--- config.mk ---
export PLATFORM = sky130hd
export DESIGN_NAME = uart_dl_pkt_rx
export DESIGN_NICKNAME = d
export VERILOG_FILES = /design/src/rtl/uart_dl_pkt_rx.sv
export SDC_FILE = /design/constraint.sdc
export NUM_CORES = 1
export LEC_CHECK = 0
export ABC_CLOCK_PERIOD_IN_PS = 10800
export CAP_MARGIN = 40
export CELL_PAD_IN_SITES_DETAIL_PLACEMENT = 0
export CELL_PAD_IN_SITES_GLOBAL_PLACEMENT = 1
export CORE_MARGIN = 4
export CORE_UTILIZATION = 40
export DETAILED_ROUTE_END_ITERATION = 8
export PLACE_DENSITY_LB_ADDON = 0.12
export SLEW_MARGIN = 20
export SYNTH_ARGS = -nofsm -noshare
export SYNTH_HDL_FRONTEND = slang
export SYNTH_SLANG_ARGS = --single-unit
--- constraint.sdc ---
create_clock -name clk_i -period 10.8 [get_ports clk_i]
set_input_delay 1.08 -clock clk_i [delete_from_list [all_inputs] [get_ports clk_i]]
set_output_delay 1.08 -clock clk_i [all_outputs]
set_load 0.01 [all_outputs]
--- src/rtl/uart_dl_pkt_rx.sv ---
`default_nettype none
// ============================================================================
// Module   : uart_dl_pkt_rx
// Purpose  : Download-packet receiver sitting behind the UART RX byte engine.
//            It assembles seq + payload + CRC16 packets, checks the CRC-16/MODBUS
//            and the sequence number, writes the payload to instruction memory
//            as little-endian 32-bit words, and returns a one-byte ACK/NAK.
//            Optional packet/error counters are included when UART_DL_STATS_EN
//            is defined.
// Revision : 1.0 - initial release
// ============================================================================
module uart_dl_pkt_rx #(
    parameter int                PKT_DATA_BYTES = 32,
    parameter int                ADDR_W         = 32,
    parameter logic [ADDR_W-1:0] BASE_ADDR      = '0,
    parameter int                TIMEOUT_CYC    = 50000
) (
    input  logic              clk_i,
    input  logic              rst_i,
    input  logic              en_i,
    input  logic              rx_valid_i,
    input  logic [7:0]        rx_data_i,
    output logic              tx_valid_o,
    output logic [7:0]        tx_data_o,
    input  logic              tx_ready_i,
    output logic              mem_we_o,
    output logic [ADDR_W-1:0] mem_addr_o,
    output logic [31:0]       mem_wdata_o,
    input  logic              mem_ready_i,
    output logic              busy_o,
    output logic              pkt_ok_o,
    output logic              crc_err_o
`ifdef UART_DL_STATS_EN
    ,
    output logic [15:0]       pkt_cnt_o,
    output logic [15:0]       err_cnt_o
`endif
);

    localparam int NWORDS    = PKT_DATA_BYTES / 4;
    localparam int PKT_BYTES = PKT_DATA_BYTES + 3;
    localparam int CNT_W     = $clog2(PKT_BYTES);
    localparam int BIDX_W    = $clog2(PKT_DATA_BYTES);
    localparam int WORD_W    = $clog2(NWORDS + 1);
    localparam int TO_W      = $clog2(TIMEOUT_CYC + 1);

    localparam logic [CNT_W-1:0]  CNT_PAY_LAST = CNT_W'(PKT_DATA_BYTES);
    localparam logic [CNT_W-1:0]  CNT_CRC_LO   = CNT_W'(PKT_DATA_BYTES + 1);
    localparam logic [CNT_W-1:0]  CNT_LAST     = CNT_W'(PKT_BYTES - 1);
    localparam logic [WORD_W-1:0] WORD_LAST    = WORD_W'(NWORDS - 1);
    localparam logic [TO_W-1:0]   TO_LAST      = TO_W'(TIMEOUT_CYC - 1);
    localparam logic [7:0]        ACK          = 8'h06;
    localparam logic [7:0]        NAK          = 8'h15;

    typedef enum logic [2:0] {
        S_IDLE  = 3'd0,
        S_RECV  = 3'd1,
        S_CHECK = 3'd2,
        S_WRITE = 3'd3,
        S_RESP  = 3'd4
    } state_t;

    state_t              state_q;
    logic [7:0]          seq_q;
    logic [7:0]          exp_seq_q;
    logic [CNT_W-1:0]    cnt_q;
    logic [15:0]         crc_q;
    logic [15:0]         crc_rx_q;
    logic [WORD_W-1:0]   word_q;
    logic [TO_W-1:0]     idle_q;
    logic [7:0]          buf_q [PKT_DATA_BYTES];
    logic                tx_valid_q;
    logic [7:0]          tx_data_q;
    logic                mem_we_q;
    logic [ADDR_W-1:0]   mem_addr_q;
    logic [31:0]         mem_wdata_q;
    logic                pkt_ok_q;
    logic                crc_err_q;

    logic [15:0]         crc_d;
    logic [WORD_W-1:0]   word_d;
    logic [WORD_W-1:0]   wsel_d;
    logic [31:0]         wdata_d;
    logic [ADDR_W-1:0]   addr_d;
    logic [BIDX_W-1:0]   bidx_d;
    logic                crc_bad_d;
    logic                seq_new_d;
    logic                seq_dup_d;
    logic                last_word_d;
    logic                pkt_ok_d;
    logic                nak_d;
    logic                timeout_d;

    // One byte of CRC-16/MODBUS (reflected poly 0xA001), all 8 bit-steps at once.
    function automatic logic [15:0] crc16_byte(input logic [15:0] crc_in, input logic [7:0] b);
        logic [15:0] c;
        c = crc_in ^ {8'h00, b};
        for (int i = 0; i < 8; i++) begin
            c = c[0] ? ((c >> 1) ^ 16'hA001) : (c >> 1);
        end
        return c;
    endfunction

    // Next CRC, next write word/address/data and the CHECK/WRITE decisions.
    always_comb begin
        crc_d       = crc16_byte((state_q == S_IDLE) ? 16'hFFFF : crc_q, rx_data_i);
        word_d      = (state_q == S_WRITE) ? (word_q + 1'b1) : '0;
        wsel_d      = (word_d > WORD_LAST) ? '0 : word_d;
        wdata_d     = '0;
        for (int i = 0; i < 4; i++) begin
            wdata_d[8*i +: 8] = buf_q[BIDX_W'(int'(wsel_d) * 4 + i)];
        end
        addr_d      = BASE_ADDR + ADDR_W'(seq_q) * ADDR_W'(PKT_DATA_BYTES) + (ADDR_W'(word_d) << 2);
        bidx_d      = BIDX_W'(cnt_q - 1'b1);
        crc_bad_d   = (crc_q != crc_rx_q);
        seq_new_d   = (seq_q == exp_seq_q);
        seq_dup_d   = (seq_q == (exp_seq_q - 8'd1));
        last_word_d = (word_q == WORD_LAST);
        pkt_ok_d    = ((state_q == S_CHECK) && !crc_bad_d && !seq_new_d && seq_dup_d) ||
                      ((state_q == S_WRITE) && mem_ready_i && last_word_d);
        nak_d       = (state_q == S_CHECK) && (crc_bad_d || !(seq_new_d || seq_dup_d));
        timeout_d   = (state_q == S_RECV) && !rx_valid_i && (idle_q == TO_LAST);
    end

    // Payload buffer capture; contents are only meaningful after a full packet.
    always_ff @(posedge clk_i) begin
        if (en_i && (state_q == S_RECV) && rx_valid_i && (cnt_q <= CNT_PAY_LAST)) begin
            buf_q[bidx_d] <= rx_data_i;
        end
    end

    // Packet FSM with registered outputs; en_i low aborts everything.
    always_ff @(posedge clk_i or posedge rst_i) begin
        if (rst_i) begin
            state_q     <= S_IDLE;
            seq_q       <= '0;
            exp_seq_q   <= '0;
            cnt_q       <= '0;
            crc_q       <= 16'hFFFF;
            crc_rx_q    <= '0;
            word_q      <= '0;
            idle_q      <= '0;
            tx_valid_q  <= 1'b0;
            tx_data_q   <= '0;
            mem_we_q    <= 1'b0;
            mem_addr_q  <= '0;
            mem_wdata_q <= '0;
            pkt_ok_q    <= 1'b0;
            crc_err_q   <= 1'b0;
        end else if (!en_i) begin
            state_q     <= S_IDLE;
            exp_seq_q   <= '0;
            cnt_q       <= '0;
            crc_q       <= 16'hFFFF;
            word_q      <= '0;
            idle_q      <= '0;
            tx_valid_q  <= 1'b0;
            mem_we_q    <= 1'b0;
            pkt_ok_q    <= 1'b0;
            crc_err_q   <= 1'b0;
        end else begin
            pkt_ok_q  <= pkt_ok_d;
            crc_err_q <= (state_q == S_CHECK) && crc_bad_d;
            case (state_q)
                S_IDLE: begin
                    if (rx_valid_i) begin
                        seq_q   <= rx_data_i;
                        crc_q   <= crc_d;
                        cnt_q   <= CNT_W'(1);
                        idle_q  <= '0;
                        state_q <= S_RECV;
                    end
                end
                S_RECV: begin
                    if (rx_valid_i) begin
                        idle_q <= '0;
                        if (cnt_q <= CNT_PAY_LAST) begin
                            crc_q <= crc_d;
                        end else if (cnt_q == CNT_CRC_LO) begin
                            crc_rx_q[7:0] <= rx_data_i;
                        end else begin
                            crc_rx_q[15:8] <= rx_data_i;
                        end
                        if (cnt_q == CNT_LAST) begin
                            cnt_q   <= '0;
                            state_q <= S_CHECK;
                        end else begin
                            cnt_q <= cnt_q + 1'b1;
                        end
                    end else if (timeout_d) begin
                        // Partial packet abandoned silently.
                        cnt_q   <= '0;
                        crc_q   <= 16'hFFFF;
                        idle_q  <= '0;
                        state_q <= S_IDLE;
                    end else begin
                        idle_q <= idle_q + 1'b1;
                    end
                end
                S_CHECK: begin
                    crc_q <= 16'hFFFF;
                    if (!crc_bad_d && seq_new_d) begin
                        word_q      <= '0;
                        mem_we_q    <= 1'b1;
                        mem_addr_q  <= addr_d;
                        mem_wdata_q <= wdata_d;
                        state_q     <= S_WRITE;
                    end else begin
                        tx_valid_q <= 1'b1;
                        tx_data_q  <= nak_d ? NAK : ACK;
                        state_q    <= S_RESP;
                    end
                end
                S_WRITE: begin
                    if (mem_ready_i) begin
                        if (last_word_d) begin
                            mem_we_q   <= 1'b0;
                            exp_seq_q  <= exp_seq_q + 8'd1;
                            tx_valid_q <= 1'b1;
                            tx_data_q  <= ACK;
                            state_q    <= S_RESP;
                        end else begin
                            word_q      <= word_d;
                            mem_addr_q  <= addr_d;
                            mem_wdata_q <= wdata_d;
                        end
                    end
                end
                S_RESP: begin
                    if (tx_ready_i) begin
                        tx_valid_q <= 1'b0;
                        state_q    <= S_IDLE;
                    end
                end
                default: state_q <= S_IDLE;
            endcase
        end
    end

    assign tx_valid_o  = tx_valid_q;
    assign tx_data_o   = tx_data_q;
    assign mem_we_o    = mem_we_q;
    assign mem_addr_o  = mem_addr_q;
    assign mem_wdata_o = mem_wdata_q;
    assign busy_o      = (state_q != S_IDLE);
    assign pkt_ok_o    = pkt_ok_q;
    assign crc_err_o   = crc_err_q;

`ifdef UART_DL_STATS_EN
    logic [15:0] pkt_cnt_q;
    logic [15:0] err_cnt_q;

    // Saturating accepted-packet and NAK/timeout counters.
    always_ff @(posedge clk_i or posedge rst_i) begin
        if (rst_i) begin
            pkt_cnt_q <= '0;
            err_cnt_q <= '0;
        end else if (!en_i) begin
            pkt_cnt_q <= '0;
            err_cnt_q <= '0;
        end else begin
            if (pkt_ok_d && (pkt_cnt_q != 16'hFFFF)) begin
                pkt_cnt_q <= pkt_cnt_q + 16'd1;
            end
            if ((nak_d || timeout_d) && (err_cnt_q != 16'hFFFF)) begin
                err_cnt_q <= err_cnt_q + 16'd1;
            end
        end
    end

    assign pkt_cnt_o = pkt_cnt_q;
    assign err_cnt_o = err_cnt_q;
`endif

endmodule
`default_nettype wire

==> results.md <==
- Outcome: finished clean
- Root Buffer: clkbuf_16
- FF-to-FF setup slack: 7.31 ns
- Clk sinks: 384
- R2r endpoint: mem_wdata_o[7]
- Detailed Routing Iterations Pass 1: 5
- DP Wirelength: 23,500 um
- WL/cell: 22.1 um
- Async SR Flop Fraction: 0.333
- R2r worst-path depth: 6
- Initial core utilization: 0.407
- ANT nets after route: 0
- Min Hold Slack: 0.481 ns
- Pleak: 0.00705 uW
- Gr ovfl total: 0
- Worst Setup End Kind: output pin
- Avg Vias per Cell: 5.31
- EDFF count, synth: 256
- RR Startpoint: state_q[2]
- Initial antenna violation count: 0
- Setup crit start kind: flip-flop
- PostCTS Resize Cnt: 0
- Setup Viol. Count Final: 0
- # Post-CTS Setup Buffers: 0
- CP max-delay cell: nor3_2
- Pwr dens: 183 mW/mm2
- ANT cells: 0
- Die height: 212 um
- Total Routed Length: 38,000 um
- Crit path max-delay family: buffers and inverters
- Main synth FF type: edfxtp_1
- Final hold vios: 0
- # nets final: 1,179
- Final period util: 0.344
- Fillers: 3,619
- Final worst setup slack: 7.08 ns
- Core area: 0.0411 mm2
- Hold path depth: 1
- Sequential fraction of the synthesis area: 0.653
- Synthesized cell area: 0.0167 mm2
- Vias in the first global route: 9,341
- Required time worst endpoint: 9.72 ns
- Worst rel slew slack: 0.328
- Layout cell share with drive strength beyond 1: 0.239
- Iteration-0 DRC Markers: 625
- Clk slew on worst S/H paths: 0.06 ns
- Critical path class: flip-flop to output pin
- CP Max Fanout: 14
- CTS tree: yes
- Max Cap Viol: 0
- Drt drc: 0
- Post-route setup TNS: 0 ns
- Largest net degree at the start of global routing: 76
- Total number of vias: 9,130
- Max stage delay on crit path: 0.69 ns
- Maximum vdd ir drop: 0.0987 mV
- GP Congestion: 0.770
- GRT Total Usage: 0.171
- Crit path DAT: 2.64 ns
- Worst clock skew: 0.0156 ns
- Htree depth: 2
- Max Fclk: 0.269 GHz
- Clock tree buffer depth: 3
- Worst-Margin Slew: 1.01 ns
- Hold path endpoint: tx_data_o[2]
- Port Buf Inserts: 66
- Final Max Slew Viols: 0
- Avg Cell Area, Syn: 15.6 um2
- # IOs: 91
- Post-synthesis instance total: 1,069
- Die X-Extent: 212 um
- Worst hold path class: flip-flop to flip-flop
- FF+latch count, synth: 384
- Synth warn: 0
- CTS Buf Count: 43
- Synth unique cells: 68
- Instance count on the critical path: 3
- # hold bufs at CTS: 0
- Clk_lat worst skew: 0.57 ns
- Dpl ws: 6.91 ns
- Unrepaired setup endpoints after global routing: no
- Worst-path cell chain: nor3_2 -> inv_1 -> clkdlybuf4s50_1
- Period minus WS final: 3.72 ns
- Site row count: 74
- Crit path buffers/inverters: 2
- First-pass GRT wire length: 58,900 um
- DIE AREA: 0.0451 mm2
- HP Start: tx_data_o[2]
- Layout area overhead: 16.1%
[worst max path at each step]
stage,start,end
global placement,en_i,buf_q[14][5]
detailed placement,en_i,mem_wdata_o[11]
CTS,state_q[0],busy_o
floorplan,rst_i,cnt_q[0]
finish,state_q[0],busy_o
global route,state_q[0],busy_o
[flip-flops by register name (all words and copies together), names as in the netlist, 3 cells and up]
register     cells
state_q          3
idle_q          16
buf_q          256
mem_addr_o      12
exp_seq_q        8
mem_wdata_o     32
crc_rx_q        16
word_q           4
tx_data_o        3
seq_q            8
crc_q           16
cnt_q            6
[per-layer routing]
layer  track usage  share of wire
met1         0.257           0.47
met4        0.0382          0.017
met2         0.263           0.47
met5             0              0
met3        0.0319          0.049
[cells in the mapped netlist, types with 16 or more instances]
cell type / number / area share
nand3_1: 21 / 0.0063
dfstp_2: 16 / 0.025
dfrtp_1: 112 / 0.17
nor2_1: 103 / 0.023
xor2_1: 39 / 0.020
xnor2_1: 43 / 0.023
mux2_2: 101 / 0.068
buf_4: 28 / 0.013
clkbuf_1: 29 / 0.0065
nand2_1: 42 / 0.0094
edfxtp_1: 256 / 0.46
o21ai_0: 25 / 0.0075
a21oi_1: 28 / 0.0084
mux4_2: 64 / 0.086
[layout by cell type, fill, tap and decap left out, types with 9 or more instances in the layout]
cell type | netlist | layout
nand2_1 | 42 | 41
conb_1 | 1 | 24
buf_4 | 28 | 16
inv_1 | 12 | 11
clkbuf_1 | 29 | 10
clkbuf_16 | 0 | 44
o21ai_0 | 25 | 25
a21oi_1 | 28 | 28
edfxtp_1 | 256 | 256
nor2_1 | 103 | 103
clkdlybuf4s50_1 | 0 | 66
mux4_2 | 64 | 64
ha_1 | 12 | 12
dfrtp_1 | 112 | 112
nand4_1 | 9 | 9
mux2_2 | 101 | 101
xor2_1 | 39 | 39
nand3_1 | 21 | 21
xnor2_1 | 43 | 43
dfstp_2 | 16 | 16
[metrics by stage]
| stage | std cells | util | power (uW) | area (um2) |
|---|---|---|---|---|
| 2_1_floorplan | 1092 | - | 1910 | 16800 |
| 3_3_place_gp | 1634 | 0.434 | 2060 | 17800 |
| 3_5_place_dp | 1639 | 0.436 | 2060 | 17900 |
| 4_1_cts | 1719 | 0.471 | 3590 | 19400 |
| 5_1_grt | 1720 | 0.472 | 3690 | 19400 |
| 6_report | 1720 | 0.472 | 3550 | 19400 |
[cells by family after synthesis]
| group | count (synthesis) | share of synthesized area |
|---|---|---|
| other cells | 1 | 0.000224 |
| mux | 167 | 0.155 |
| buf+inv | 83 | 0.0280 |
| simple gates | 241 | 0.0707 |
| xor+xnor | 85 | 0.0470 |
| flops | 384 | 0.653 |
| compound gates | 96 | 0.0369 |
| fa+ha+maj | 12 | 0.00898 |
[report_power, final]
part           internal [uW]  switching, uW
clock                    908            615
combinational            165            177
sequential              1630           54.7
[layout make-up]
| cell class | count | area (um2) | share of cell area |
|---|---|---|---|
| clock buffers | 55 | 1150 | 0.0594 |
| clock inverters | 25 | 317 | 0.0163 |
| inverters | 13 | 53.8 | 0.00277 |
| multi-input cells | 625 | 5450 | 0.281 |
| flip-flops and latches | 384 | 10900 | 0.562 |
| well taps | 532 | 666 | 0.0343 |
| repair buffers | 86 | 861 | 0.0444 |
No activity file was read; power rests on OpenSTA's default activity.
